[config.mk]
export PLATFORM = sky130hd
export DESIGN_NAME = vowel_stream_ctrl
export DESIGN_NICKNAME = d
export VERILOG_FILES = /design/src/rtl/vowel_stream_ctrl.sv
export SDC_FILE = /design/constraint.sdc
export NUM_CORES = 1
export LEC_CHECK = 0
export CAP_MARGIN = 20
export CORE_ASPECT_RATIO = 2
export CORE_MARGIN = 4
export CORE_UTILIZATION = 65
export CTS_CLUSTER_SIZE = 16
export DETAILED_ROUTE_END_ITERATION = 10
export DONT_BUFFER_PORTS = 1
export HOLD_SLACK_MARGIN = 0.08
export MAX_ROUTING_LAYER = met4
export PLACE_DENSITY = 0.81
export SLEW_MARGIN = 5
export SYNTH_ARGS = -nofsm -noshare
export SYNTH_HDL_FRONTEND = slang
export SYNTH_SLANG_ARGS = --single-unit
[constraint.sdc]
create_clock -name clk -period 19.81 [get_ports clk]
set_input_delay 3.962 -clock clk [delete_from_list [all_inputs] [get_ports clk]]
set_output_delay 3.962 -clock clk [all_outputs]
set_load 0.01 [all_outputs]
[src/rtl/vowel_stream_ctrl.sv]
// Frame-based vowel removal on a valid/ready byte stream: fill a frame, compact it in one
// cycle, then replay the kept (optionally padded) bytes with out_last on the final byte.
module vowel_stream_ctrl #(
  parameter int unsigned FRAME_LEN        = 8,
  parameter logic [7:0]  PAD_CHAR         = 8'd95,
  parameter bit          PAD_OUT          = 1'b0,
  parameter bit          CASE_INSENSITIVE = 1'b0,
  localparam int unsigned CntW            = $clog2(FRAME_LEN + 1),
  localparam int unsigned IdxW            = $clog2(FRAME_LEN)
) (
  input  logic            clk,
  input  logic            rst_n,
  input  logic            in_valid,
  output logic            in_ready,
  input  logic [7:0]      in_data,
  input  logic            in_last,
  output logic            out_valid,
  input  logic            out_ready,
  output logic [7:0]      out_data,
  output logic            out_last,
  output logic            frame_done,
  output logic [CntW-1:0] kept_cnt,
  output logic            busy
);

  typedef enum logic [1:0] {StFill, StFilter, StDrain} state_e;

  state_e          state_q, state_d;
  logic [CntW-1:0] wr_idx_q, wr_idx_d;
  logic [CntW-1:0] rd_idx_q, rd_idx_d;
  logic [CntW-1:0] len_q, len_d;
  logic [7:0]      in_buf_q [FRAME_LEN];
  logic [7:0]      in_buf_d [FRAME_LEN];
  logic [7:0]      out_buf_q[FRAME_LEN];
  logic [7:0]      out_buf_d[FRAME_LEN];
  logic            out_valid_q, out_valid_d;
  logic [7:0]      out_data_q, out_data_d;
  logic            out_last_q, out_last_d;
  logic            frame_done_q, frame_done_d;
  logic [CntW-1:0] kept_cnt_q, kept_cnt_d;
  logic            busy_q, busy_d;

  logic [7:0]      comp[FRAME_LEN];
  logic [CntW-1:0] comp_cnt;
  logic [CntW-1:0] drain_len;
  logic [CntW-1:0] rd_idx_nxt;

  function automatic logic is_drop(input logic [7:0] b);
    logic upper_vowel;
    logic lower_vowel;
    upper_vowel = b inside {8'h41, 8'h45, 8'h49, 8'h4F, 8'h55};
    lower_vowel = b inside {8'h61, 8'h65, 8'h69, 8'h6F, 8'h75};
    return (b == 8'h00) || upper_vowel || (CASE_INSENSITIVE && lower_vowel);
  endfunction

  // Stable compaction of the filled part of the frame; tail slots hold the fill byte.
  always_comb begin
    comp_cnt = '0;
    for (int i = 0; i < int'(FRAME_LEN); i++) begin
      comp[i] = PAD_OUT ? PAD_CHAR : 8'h00;
    end
    for (int i = 0; i < int'(FRAME_LEN); i++) begin
      if (CntW'(i) < wr_idx_q && !is_drop(in_buf_q[i])) begin
        comp[comp_cnt[IdxW-1:0]] = in_buf_q[i];
        comp_cnt                 = comp_cnt + CntW'(1);
      end
    end
    drain_len = PAD_OUT ? CntW'(FRAME_LEN) : comp_cnt;
  end

  assign in_ready   = (state_q == StFill);
  assign rd_idx_nxt = rd_idx_q + CntW'(1);

  always_comb begin
    state_d      = state_q;
    wr_idx_d     = wr_idx_q;
    rd_idx_d     = rd_idx_q;
    len_d        = len_q;
    in_buf_d     = in_buf_q;
    out_buf_d    = out_buf_q;
    out_valid_d  = out_valid_q;
    out_data_d   = out_data_q;
    out_last_d   = out_last_q;
    frame_done_d = 1'b0;
    kept_cnt_d   = kept_cnt_q;

    unique case (state_q)
      StFill: begin
        if (in_valid) begin
          in_buf_d[wr_idx_q[IdxW-1:0]] = in_data;
          wr_idx_d                     = wr_idx_q + CntW'(1);
          // A full frame closes exactly once, whether or not in_last accompanies it.
          if (wr_idx_q == CntW'(FRAME_LEN - 1) || in_last) begin
            state_d = StFilter;
          end
        end
      end
      StFilter: begin
        out_buf_d  = comp;
        kept_cnt_d = comp_cnt;
        wr_idx_d   = '0;
        rd_idx_d   = '0;
        len_d      = drain_len;
        if (drain_len == '0) begin
          frame_done_d = 1'b1;
          state_d      = StFill;
        end else begin
          out_valid_d = 1'b1;
          out_data_d  = comp[0];
          out_last_d  = (drain_len == CntW'(1));
          state_d     = StDrain;
        end
      end
      StDrain: begin
        if (out_ready) begin
          if (out_last_q) begin
            out_valid_d  = 1'b0;
            out_last_d   = 1'b0;
            frame_done_d = 1'b1;
            state_d      = StFill;
          end else begin
            rd_idx_d   = rd_idx_nxt;
            out_data_d = out_buf_q[rd_idx_nxt[IdxW-1:0]];
            out_last_d = (rd_idx_nxt == len_q - CntW'(1));
          end
        end
      end
      default: state_d = StFill;
    endcase

    busy_d = (state_d != StFill) || (wr_idx_d != '0);
  end

  always_ff @(posedge clk or negedge rst_n) begin
    if (!rst_n) begin
      state_q      <= StFill;
      wr_idx_q     <= '0;
      rd_idx_q     <= '0;
      len_q        <= '0;
      in_buf_q     <= '{default: '0};
      out_buf_q    <= '{default: '0};
      out_valid_q  <= 1'b0;
      out_data_q   <= '0;
      out_last_q   <= 1'b0;
      frame_done_q <= 1'b0;
      kept_cnt_q   <= '0;
      busy_q       <= 1'b0;
    end else begin
      state_q      <= state_d;
      wr_idx_q     <= wr_idx_d;
      rd_idx_q     <= rd_idx_d;
      len_q        <= len_d;
      in_buf_q     <= in_buf_d;
      out_buf_q    <= out_buf_d;
      out_valid_q  <= out_valid_d;
      out_data_q   <= out_data_d;
      out_last_q   <= out_last_d;
      frame_done_q <= frame_done_d;
      kept_cnt_q   <= kept_cnt_d;
      busy_q       <= busy_d;
    end
  end

  assign out_valid  = out_valid_q;
  assign out_data   = out_data_q;
  assign out_last   = out_last_q;
  assign frame_done = frame_done_q;
  assign kept_cnt   = kept_cnt_q;
  assign busy       = busy_q;

endmodule

**Yosys cells after proc, flatten, opt, wreduce, memory -nomap -nowiden**

Cells that the tools add are included.

- Add/sub/neg operators: 10
- Multiply operators: 0
- Divide/modulo/power cells: 0
- Magnitude comparators: 25
- Equality and inequality tests: 49
- Shift-type cells: 0
- Mux-type cells: 70
- Bitwise operators: 9
- Reductions and logical operators: 60

Operators by type and width:

| kind | count |
|---|---|
| $bwmux W64 | 8 |
| $mux W64 | 7 |
| $eq A8 B7 Y1 const B | 40 |
| $demux W8 S3 | 8 |
| $mux W8 | 14 |
| $logic_not A8 Y1 | 8 |
| $reduce_bool A5 Y1 | 8 |
| $ge A4 B4 Y1 const B | 9 |
| $mux W4 | 9 |
| $add A4 B1 Y4 const B | 8 |
| $lt A4 B1 Y1 const B | 8 |
| $not A3 Y4 | 8 |
| $bmux W8 S3 | 1 |
| $logic_and A1 B1 Y1 | 16 |
| $lt A3 B4 Y1 const A | 4 |
| $pmux W4 S2 | 2 |
| $pmux W8 S2 | 1 |
| $mux W2 | 6 |
| $logic_or A1 B1 Y1 | 10 |
| $mux W1 | 10 |
| $logic_not A1 Y1 | 8 |
| $lt A1 B4 Y1 const A | 2 |
| $lt A2 B4 Y1 const A | 2 |
| $ne A2 B2 Y1 const B | 4 |
| 17 further kinds | 22 |

- Flip-flop bits (word level): 154
- Bits in latches: 0
- RAM bits: 0
- Memory bits (read-only): 0
- Input port bits: 13
- Output and inout port bits: 17
- Word-level logic and storage cells: 248
- Memories: 0

**Logic depth before layout (Yosys ltp)**

- Depth in word-level cells: 27
- Depth in mapped cells: 28
- Gate-level depth less buffers: 26

**Least setup slack after synthesis**

Ideal clock, no wire load.

- Kind: reg2reg
- Start point: register in_buf_q[48] (netlist bit)
- End point: register out_data_q[0], in the netlist out_data[0]
- Library setup time: 125 ps
- Data arrival time: 7007 ps
- Data required time: 19685 ps
- Setup slack: 12678 ps
- Stages on the path, launching flop included: 28
- Buffers on the path: 2
- Period minus slack after synthesis: 7132 ps
- Cells stage by stage: dfrtp_1 or3_1 a221oi_1 a21oi_1 o41a_1 clkbuf_1 inv_1 ha_1 clkbuf_1 a32oi_2 ha_1 and3_1 a21oi_2 inv_1 ha_1 nor2_1 nor2_1 ha_1 mux2i_1 nor2_1 ha_1 a22oi_4 inv_1 ha_1 xnor3_1 a32oi_1 o31ai_4 mux2_4

- Word-level cells in the longest chain between the ends: 25
- Elaborated cells between the ends (all ways): 78
- Classes of those cells: 6 x add/sub; 12 x order compare; 6 x eq/ne; 35 x mux; 6 x bitwise; 13 x reduce/logical

RTL lines:

| element | line | source |
|---|---|---|
| start, declared | 32 | `logic [7:0] in_buf_q [FRAME_LEN];` |
| start signal, assigned | 153 | `in_buf_q <= in_buf_d;` |
| $eq A8 B7 Y1 | 51 | `upper_vowel = b inside {8'h41, 8'h45, 8'h49, 8'h4F, 8'h55};` |
| $reduce_bool A5 Y1 | 51 |  |
| $logic_or A1 B1 Y1 | 53 | `return (b == 8'h00) \|\| upper_vowel \|\| (CASE_INSENSITIVE && lower_vowel);` |
| $logic_not A1 Y1 | 63 | `if (CntW'(i) < wr_idx_q && !is_drop(in_buf_q[i])) begin` |
| $logic_and A1 B1 Y1 | 63 |  |
| $mux W2 | 63 |  |
| $add A4 B1 Y4 / $not A3 Y4 (equally long branches) | 65, 64 |  |
| $mux W4, or another cell as far along | 63 |  |
| [9 not listed] | -- |  |
| $ge A4 B4 Y1 (not written as such), or another cell as far along | 64 | `comp[comp_cnt[IdxW-1:0]] = in_buf_q[i];` |
| $logic_and A1 B1 Y1 (not written as such), or another cell as far along | 64 |  |
| $mux W8 (not written as such) / $bwmux W64 (equally long branches) | 64 |  |
| $demux W8 S3 / $mux W64 (equally long branches) | 64, 63 |  |
| $bwmux W64 | 64 |  |
| $mux W64 | 63 |  |
| $mux W8 | 104 | `if (drain_len == '0) begin` |
| $pmux W8 S2 | 87 | `unique case (state_q)` |
| end signal, assigned | 156 | `out_data_q <= out_data_d;` |
| end, declared | 37 | `logic [7:0] out_data_q, out_data_d;` |

Parallel ways exist; a longest one is shown, timed or not. The select of a mux whose other input is x is not followed.
A chain may end at the register's enable or synchronous reset.

**Worst setup path in the final report**

- Start point: register in_buf_q[48] (netlist bit)
- End point: register out_data_q[1], in the netlist out_data[1]

- Word-level cells in the longest chain between the ends: 25
- Elaborated cells between the ends (all ways): 77
- Classes of those cells: 6 x add/sub; 12 x order compare; 6 x eq/ne; 34 x mux; 6 x bitwise; 13 x reduce/logical

RTL lines:

| element | line |
|---|---|
| $eq A8 B7 Y1 | 51 |
| $reduce_bool A5 Y1 | 51 |
| $logic_or A1 B1 Y1 (*) | 53 |
| $logic_not A1 Y1 (*) | 63 |
| $logic_and A1 B1 Y1 (*) | 63 |
| $mux W2 | 63 |
| $add A4 B1 Y4 / $not A3 Y4 (equally long branches) | 65, 64 |
| $mux W4, or another cell as far along | 63 |
| [9 not listed] | -- |
| $ge A4 B4 Y1 (not written as such), or another cell as far along | 64 |
| $logic_and A1 B1 Y1 (not written as such), or another cell as far along | 64 |
| $mux W8 (not written as such) / $bwmux W64 (equally long branches) | 64 |
| $demux W8 S3 / $mux W64 (equally long branches) | 64, 63 |
| $bwmux W64 | 64 |
| $mux W64 | 63 |
| $mux W8 | 104 |
| $pmux W8 S2 | 87 |

Every way passes the cells marked *; elsewhere a longest branch is shown, timed or not. The select of a mux whose other input is x is not followed.

==> results.py <==
metrics = {
    "status": {
        "status": "finished clean",
    },
    "critical_path": {
        "start_kind": "flop",
        "critPathLaunch": "in_buf_q[48]",
        "path_max_fanout": 17,
        "worstPathRequired_ns": 20.12,
        "arrival_ns": 8.60,
        "r2r_end": "out_data[1]",
        "reg2reg_depth": 23,
        "r2r_slack_ns": 11.52,
        "r2r-start": "in_buf_q[48]",
        "path_class": "flop to flop",
        "cp-end-kind": "flop",
    },
    "cts": {
        "hold_buffers": 0,
        "insertion_delay_ns": 0.44,
        "cts-root-buf": "clkbuf_16",
        "cts_repair_resize_count": 0,
        "cts_sinks": 154,
        "cts.htree.levels": 4,
        "clk_pin_slew_worst_paths_ns": 0.07,
        "cts_buffers": 17,
        "postCtsSetupBuffers": 0,
        "cts_tree": "done",
        "clockBufferDepth": 2,
    },
    "placement": {
        "place_ws_ns": 11.68,
        "postPlaceCellArea_um2": 11620,
        "portBuffers": 0,
        "gp_congestion": 1.048,
        "hpwl_um": 30680,
    },
    "layout": {
        "nets": 1237,
        "drive_above_1_share_pct": 14.92,
        "post-route-cell-area_um2": 12250,
        "antenna_cells": 0,
        "area_growth_pct": 5.666,
    },
    "synthesis": {
        "async_flop_share_pct": 100.0,
        "ys_seq_elements": 154,
        "synth_edf_count": 0,
        "yosysUniqueCellTypes": 82,
        "synth-seq-area-share_pct": 33.24,
        "syn_area_per_cell_um2": 9.057,
        "syn_inst": 1280,
        "synth_area_um2": 11590,
        "syn-num-nets": 1309,
        "synth_ff_type": "dfrtp_1",
        "yosysWarnings": 0,
    },
    "sta": {
        "grt_setup_unrepaired": "no",
        "final_hold_viol_count": 0,
        "setup_slack_ns": 11.52,
        "skew_ns": 0.01542,
        "tns_ns": 0,
        "whs_ns": 0.4832,
        "timing.fmax_mhz": 120.6,
        "fin_crit_ns": 8.293,
        "final_max_slew_viol_count": 0,
        "worst_pin_slew_ns": 1.194,
        "setup_viol_count_final": 0,
        "fin_crit_sh_pct": 41.87,
        "relSlewSlack_pct": 20.13,
    },
    "min_path": {
        "min_from": "out_buf_q[30]",
        "min_path_type": "flop to flop",
        "whs_endpoint": "out_buf_q[30]",
        "holdPathStages": 1,
    },
    "floorplan": {
        "floorplan.initialDensity_pct": 66.79,
        "io_pins": 30,
        "core-area_um2": 17360,
        "die-area_um2": 20160,
        "num_rows": 68,
        "die_h_um": 196.9,
        "fp.dieW_um": 102.4,
    },
    "detailed_routing": {
        "first_iter_violations": 1019,
        "via_per_inst": 7.534,
        "drtAntennaViolNets": 0,
        "drc_errors": 0,
        "avgRoutedWirePerCell_um": 28.94,
        "vias": 10770,
        "drtPass1Iterations": 7,
        "wl_um": 41390,
    },
    "global_route": {
        "overflow": 0,
        "antenna_found_initial": 0,
        "grtUsageTotal_pct": 43.51,
        "grt_max_degree": 155,
        "grt_pass1_wl_um": 63040,
        "grt_pass1_vias": 10590,
    },
    "run": {
        "cap_violations": 0,
    },
}
stage by stage:
step	cells	utilization, %
after floorplan	1280	-
after global placement	1393	66.92
after detailed placement	1394	66.96
after CTS	1425	70.31
after global routing	1430	70.57
final	1430	70.57
registers in the layout, indices dropped and copies added, names as in the netlist:
register	cells
wr_idx_q	4
out_buf_q	64
busy	1
frame_done	1
state_q	2
out_data	8
len_q	4
out_last	1
in_buf_q	64
rd_idx_q	4
out_valid	1
how the worst max path moves through the flow:
stage | to | slack [ns] | cells past startpoint
global placement | out_data[2] | 11.99 | 23
global route | out_data[1] | 10.99 | 23
finish | out_data[1] | 11.52 | 23
CTS | out_data[1] | 11.62 | 23
floorplan | out_data[0] | 12.68 | 27
detailed placement | out_data[1] | 11.68 | 23
cell usage after synthesis, types with 6 or more instances:
master / number / share of area [%]
mux4_2: 16 / 3.1
o21ai_0: 87 / 3.8
nor2b_1: 6 / 0.32
xnor2_1: 13 / 0.98
or4_1: 6 / 0.39
buf_1: 13 / 0.42
nand2b_1: 9 / 0.49
mux2i_1: 43 / 3.7
a22o_1: 14 / 1.1
o2bb2ai_1: 32 / 2.4
o21a_1: 21 / 1.4
clkbuf_1: 100 / 3.2
o31ai_1: 11 / 0.71
nand3_1: 28 / 1.2
and2_1: 13 / 0.70
o21bai_1: 8 / 0.52
a21o_1: 8 / 0.52
dfrtp_1: 154 / 33
a21oi_1: 26 / 1.1
ha_1: 15 / 1.6
mux2_2: 62 / 6.0
a222oi_1: 8 / 0.69
and3_1: 13 / 0.70
nor4_1: 6 / 0.32
a221oi_1: 11 / 0.83
buf_2: 6 / 0.26
nand4_1: 29 / 1.6
a31oi_1: 42 / 2.3
o311ai_0: 7 / 0.53
or3_1: 9 / 0.49
o211a_1: 15 / 1.3
o211ai_1: 61 / 4.0
nor2_1: 82 / 2.7
nor3_1: 26 / 1.1
a311oi_1: 14 / 1.1
a211oi_1: 26 / 1.7
inv_1: 27 / 0.87
mux2_4: 6 / 0.78
nand2_1: 127 / 4.1
cell usage in the layout (no fill, tap or decap), drive strengths merged, types with 27 or more instances in the layout:
cell type / synthesis / routed
a21oi: 27 / 27
a31oi: 42 / 42
dfrtp: 154 / 154
inv: 29 / 35
mux2: 68 / 68
mux2i: 43 / 43
nand2: 127 / 127
nand3: 28 / 28
nand4: 29 / 29
nor2: 82 / 82
o211ai: 61 / 61
o21ai: 87 / 87
o2bb2ai: 32 / 32
kinds of logic (layout without fill, tap and decap cells):
logic type | count (synthesis) | in the layout | synth area share [%]
and+or+nand+nor | 376 | 376 | 15.86
xor gates and xnor gates | 29 | 29 | 3.421
AOI/OAI and AO/OA | 429 | 429 | 27.15
muxes | 127 | 127 | 13.62
DFF | 154 | 154 | 33.24
adders and majority gates | 16 | 16 | 1.792
buffers and inverters | 149 | 89 | 4.922
metal layers:
layer	track usage, %	wire, um	up-vias
met5	-	0	-
met4	34.89	4460	0
met3	8.643	3155	244
met2	69.06	20050	667
met1	45.72	13720	5118
li1	-	-	4744
worst max-delay path, stage by stage (launching register included):
cell and delay (ns):
dfrtp_1 0.44, or3_1 0.43, a221oi_1 0.29, a21oi_1 0.07, o41a_1 0.63, fa_1 0.94, ha_1 0.33, and3_1 0.19
a21oi_2 0.36, inv_1 0.09, ha_1 0.32, nor2_1 0.10, nor2_1 0.53, ha_1 0.34, mux2i_1 0.30, nor2_1 0.21
ha_1 0.37, a22oi_4 0.27, inv_1 0.16, ha_1 0.23, xnor3_1 0.38, a32oi_1 0.15, o31ai_4 0.67, mux2_4 0.36
final cells by class:
| cell class | count | area (um^2) |
|---|---|---|
| multi-input cells | 977 | 7217 |
| fillers | 1384 | 5107 |
| flip-flops and latches | 154 | 3854 |
| clock buffers | 19 | 452.9 |
| well taps | 210 | 262.8 |
| repair buffers | 29 | 225.2 |
| clock inverters | 12 | 128.9 |
| inverters | 29 | 108.9 |
Power is not shown: default switching activity piles up to over one toggle a cycle in this logic, so the estimate is an artifact.
